## config.mk

```make
export PLATFORM = sky130hd
export DESIGN_NAME = gemv_engine
export DESIGN_NICKNAME = d
export VERILOG_FILES = /design/src/rtl/gemv_engine.sv
export SDC_FILE = /design/constraint.sdc
export NUM_CORES = 1
export LEC_CHECK = 0
export ABC_AREA = 1
export CAP_MARGIN = 20
export CORE_ASPECT_RATIO = 2
export CORE_MARGIN = 2
export CORE_UTILIZATION = 35
export CTS_CLUSTER_SIZE = 30
export DETAILED_ROUTE_END_ITERATION = 6
export SYNTH_ARGS = -nofsm -noshare
export SYNTH_HDL_FRONTEND = slang
export SYNTH_SLANG_ARGS = --single-unit
```

## constraint.sdc

```tcl
create_clock -name clk -period 7.8 [get_ports clk]
set_input_delay 1.56 -clock clk [delete_from_list [all_inputs] [get_ports clk]]
set_output_delay 1.56 -clock clk [all_outputs]
set_load 0.005 [all_outputs]
```

## src/rtl/gemv_engine.sv

```systemverilog
// gemv_engine: streamed signed fixed-point matrix-vector product y = W*x (+ b), one saturated row per strobe
// Optional bias word per row when GEMV_BIAS_EN is defined (row stride becomes IN_LEN+1).
module gemv_engine #(
  parameter int DATA_W  = 16,
  parameter int FRAC_W  = 8,
  parameter int IN_LEN  = 16,
  parameter int OUT_LEN = 32,
  parameter int ADDR_W  = 27,
  parameter int ACC_W   = 40
) (
  input  logic                       clk,
  input  logic                       reset,
  input  logic                       start,
  input  logic [ADDR_W-1:0]          base_addr,
  input  logic                       vec_wr_en,
  input  logic [$clog2(IN_LEN)-1:0]  vec_wr_idx,
  input  logic [DATA_W-1:0]          vec_wr_data,
  output logic                       rd_req,
  output logic [ADDR_W-1:0]          rd_addr,
  input  logic                       rd_ack,
  input  logic                       rd_valid,
  input  logic [DATA_W-1:0]          rd_data,
  output logic                       out_valid,
  output logic [$clog2(OUT_LEN)-1:0] out_idx,
  output logic [DATA_W-1:0]          out_data,
  output logic                       busy,
  output logic                       done
);
  localparam int IW = $clog2(IN_LEN);
  localparam int OW = $clog2(OUT_LEN);
  localparam int CW = $clog2(IN_LEN + 1);
  localparam int PW = 2 * DATA_W;
`ifdef GEMV_BIAS_EN
  localparam int LAST_C = IN_LEN;
`else
  localparam int LAST_C = IN_LEN - 1;
`endif
  typedef enum logic [2:0] {S_IDLE, S_REQ, S_WAIT, S_EMIT, S_DONE} state_t;
  state_t                    r_state, w_next;
  logic [ADDR_W-1:0]         r_addr;
  logic [OW-1:0]             r_row;
  logic [CW-1:0]             r_col;
  logic signed [ACC_W-1:0]   r_acc;
  logic signed [DATA_W-1:0]  r_vec [IN_LEN];
  logic                      w_col_last, w_row_last, w_is_bias, w_vec_ok, w_fits;
  logic signed [DATA_W-1:0]  w_x;
  logic signed [PW-1:0]      w_prod;
  logic signed [ACC_W-1:0]   w_term, w_shift;
  logic [ACC_W-DATA_W:0]     w_top;
  logic [DATA_W-1:0]         w_sat;
  assign w_col_last = r_col == CW'(LAST_C);
  assign w_row_last = r_row == OW'(OUT_LEN - 1);
`ifdef GEMV_BIAS_EN
  assign w_is_bias = r_col == CW'(IN_LEN);
`else
  assign w_is_bias = 1'b0;
`endif
  assign w_vec_ok = {1'b0, vec_wr_idx} < (IW + 1)'(IN_LEN);
  assign w_x      = r_vec[r_col[IW-1:0]];
  assign w_prod   = $signed(rd_data) * w_x;
  // bias words carry the same scale as x, so they line up with products after a FRAC_W shift
  assign w_term   = w_is_bias ? (ACC_W'($signed(rd_data)) <<< FRAC_W) : ACC_W'(w_prod);
  assign w_shift  = r_acc >>> FRAC_W;
  assign w_top    = w_shift[ACC_W-1:DATA_W-1];
  assign w_fits   = (&w_top) | ~(|w_top);
  assign w_sat    = w_fits ? w_shift[DATA_W-1:0] : {w_shift[ACC_W-1], {(DATA_W-1){~w_shift[ACC_W-1]}}};
  // state register
  always_ff @(posedge clk)
    r_state <= reset ? S_IDLE : w_next;
  // next-state: one outstanding read per column, emit after the last column of a row
  always_comb begin
    w_next = r_state;
    case (r_state)
      S_IDLE:  w_next = start ? S_REQ : S_IDLE;
      S_REQ:   w_next = rd_ack ? S_WAIT : S_REQ;
      S_WAIT:  w_next = rd_valid ? (w_col_last ? S_EMIT : S_REQ) : S_WAIT;
      S_EMIT:  w_next = w_row_last ? S_DONE : S_REQ;
      default: w_next = S_IDLE;
    endcase
  end
  // datapath: vector file, running read address, counters and accumulator
  always_ff @(posedge clk) begin
    if (reset) begin
      r_addr <= '0;
      r_row  <= '0;
      r_col  <= '0;
      r_acc  <= '0;
      for (int i = 0; i < IN_LEN; i++) r_vec[i] <= '0;
    end else begin
      if (r_state == S_IDLE && vec_wr_en && w_vec_ok) r_vec[vec_wr_idx] <= vec_wr_data;
      if (r_state == S_IDLE && start) begin
        r_addr <= base_addr;
        r_row  <= '0;
        r_col  <= '0;
        r_acc  <= '0;
      end
      if (r_state == S_REQ && rd_ack) r_addr <= r_addr + 1'b1;
      if (r_state == S_WAIT && rd_valid) begin
        r_acc <= r_acc + w_term;
        if (!w_col_last) r_col <= r_col + 1'b1;
      end
      if (r_state == S_EMIT) begin
        r_acc <= '0;
        r_col <= '0;
        if (!w_row_last) r_row <= r_row + 1'b1;
      end
    end
  end
  // outputs decoded from state and registers
  always_comb begin
    rd_req    = r_state == S_REQ;
    rd_addr   = r_addr;
    out_valid = r_state == S_EMIT;
    out_idx   = r_row;
    out_data  = w_sat;
    busy      = r_state != S_IDLE;
    done      = r_state == S_DONE;
  end
endmodule

```

==> results.tsv <==
metric	value	unit
register_area	0.009294	mm2
crit_type	reg -> reg	
grt_pass1_wl	140.3	mm
final_cell_mix	630 x nor2_1, 561 x inv_1, 516 x nand2_1	
num-fill-cells	8132	
rows	147	
status	finished, final reports clean	
dr.pass1.iters	5	
leakagePower	14.73	nW
port_buffers	120	
timing_hold_violations_final	0	
synth_edf_count	256	
synth_nets	3808	
cts_buffer_depth	3	
yosys_warnings	0	
die_w	205.2	um
coreArea	0.08019	mm2
yosysSeqAreaShare	32.77	%
required	8.21	ns
skew	0.04563	ns
clk_latency	0.59	ns
drive_gt1_share	6.705	%
antenna_found_initial	4	
dpl-instance-area	0.03108	mm2
fin_crit	7.500	ns
hold_path_class	reg -> reg	
synth.cell_area	0.02834	mm2
io_pins	121	
fin_ws	0.3002	ns
netlist_instances	3290	
grt_pass1_vias	24000	
finalSetupViolations	0	
cp_max_fo	65	
p_total	15.17	mW
initialDrtViolationCount	1300	
drt-vias-per-instance	5.086	
synthArstFlopShare	0	%
cap_violations	0	
worstHoldStart	r_col[4]$_SDFF_PP0_	
avgSynthCellArea	8.615	um2
rsz0062_at_grt	false	
p_per_area	469.5	mW/mm2
grt-ovfl-total	0	
worst_slew_pin_slew	1.028	ns
cp_slowest_cell	fa_1	
grt_max_degree	92	
drc	0	
path_common_cell	nand2_1	
layout_commonest_cell	nor2_1	
timing.fmax	0.1333	GHz
dp_cells	4422	
crit_path_max_incr_delay	0.54	ns
postLayoutCoreUtil	40.30	%
critPathCaptureType	register	
root_buffer	clkbuf_16	
pre_cts_ws	-0.03926	ns
fin_tns_setup	0	ns
post_drt_wl_per_cell	20.73	um
final_cell_count_no_fill	4493	
die_h	406.4	um
finalInstanceArea	0.03231	mm2
grt_usage	22.76	%
vdd_drop_max	0.5696	mV
synth_ff_type	edfxtp_1	
drv_slew	0	
num-nets-final	3937	
routabilityCongestion	0.9942	
cts_sinks	336	
timing.rr.start	r_col[1]$_SDFF_PP0_	
min_period_over_period	96.15	%
holdWs	0.4547	ns
clk_transition_reported_paths	0.08	ns
htree_levels	2	
cts_tree	done	
cp-start-kind	register	
area.growth.synth_to_final	14.02	%
cp.arrival	7.91	ns
hpwl	71.21	mm
relSlewSlack	31.37	%
cts_inserted_buffers	34	
die_area	0.08341	mm2
multi_input_area	0.01621	mm2
ys_ff_latch	336	
start_util	35.34	%
vias	22850	
crit_path_start	r_col[1]$_SDFF_PP0_	
wl	93.13	mm
synth_cell_types	46	
ant_nets	0	
-- registers in the layout, summed over array words and instances (netlist names) --
signal	flops
out_idx	5
r_col	5
rd_addr	27
r_state	3
r_acc	40
r_vec	256
-- critical path, delay by kind of cell, from the launching register on --
family          cells  cell delay [ns]
flops               1             0.41
buf+inv             9             1.00
simple gates        9             1.14
fa+ha+maj           7             3.42
compound gates      5             1.24
-- kinds of logic after synthesis --
| kind of cell | synth area share (%) |
|---|---|
| flip-flops | 32.77 |
| adder cells (fa/ha/maj) | 28.56 |
| AND/OR/NAND/NOR | 19.13 |
| AO/OA/AOI/OAI | 8.953 |
| XOR/XNOR | 0.4944 |
| buffers and inverters | 10.09 |
-- routing by layer --
layer  global-route usage, %  routed length [um]  up-vias
met5                       0                   0        -
met4                   17.28                8062        0
met3                   3.019                3968      308
met2                   44.07               51530      743
met1                   21.12               29560    11170
li1                        -                   -    10630
-- where the power goes --
part | total (mW) | internal (mW) | switching [mW]
Sequential | 2.09 | 2.01 | 0.0808
Clock | 1.76 | 0.956 | 0.803
Combinational | 11.3 | 4.19 | 7.13
Total | 15.2 | 7.16 | 8.01
-- path summary, 6_finish.rpt --
path	end	cells after the start	slack (ns)
worst min register to register	r_col[4]$_SDFF_PP0_	2	0.45
worst min-delay path	r_col[4]$_SDFF_PP0_	2	0.45
worst max-delay path	r_acc[32]$_SDFFE_PP0P_	30	0.30
worst max register to register	r_acc[32]$_SDFFE_PP0P_	30	0.30
-- Yosys cell counts (12+ instances only) --
cell type | number | area [um2]
nand2_1 | 517 | 1941
dfxtp_1 | 80 | 1602
buf_1 | 14 | 52.55
nand4_1 | 28 | 175.2
clkbuf_1 | 56 | 210.2
a21oi_1 | 120 | 600.6
inv_1 | 562 | 2110
buf_2 | 53 | 265.3
o21ai_0 | 177 | 885.9
a22o_1 | 14 | 122.6
inv_2 | 17 | 63.81
o221ai_1 | 26 | 227.7
o22ai_1 | 35 | 219.0
o211ai_1 | 13 | 97.59
fa_1 | 330 | 6606
nor2_1 | 630 | 2365
nor3_1 | 13 | 65.06
nand2_2 | 17 | 106.4
nand3b_1 | 12 | 90.09
o21ai_1 | 13 | 65.06
nand3_1 | 84 | 420.4
edfxtp_1 | 256 | 7687
ha_1 | 119 | 1489
-- repair_timing --
item                                    CTS  global route
hold buffers                              0             0
endpoints found under the setup margin    0             5
resized for setup                         0             2
buffers inserted                          0             3
hold endpoints to repair                  0             0
-- final cells by class --
type                            instances  share of cell area (%)
Antenna cell                            5                 0.03872
Clock buffer                           39                   2.788
Clock inverter                         23                  0.8402
Inverter                              588                   6.834
Multi-Input combinational cell       2229                   50.17
Sequential cell                       336                   28.76
Tap cell                             1043                   4.038
Timing Repair Buffer                  230                   6.528
No activity file was read; power rests on OpenSTA's default activity.
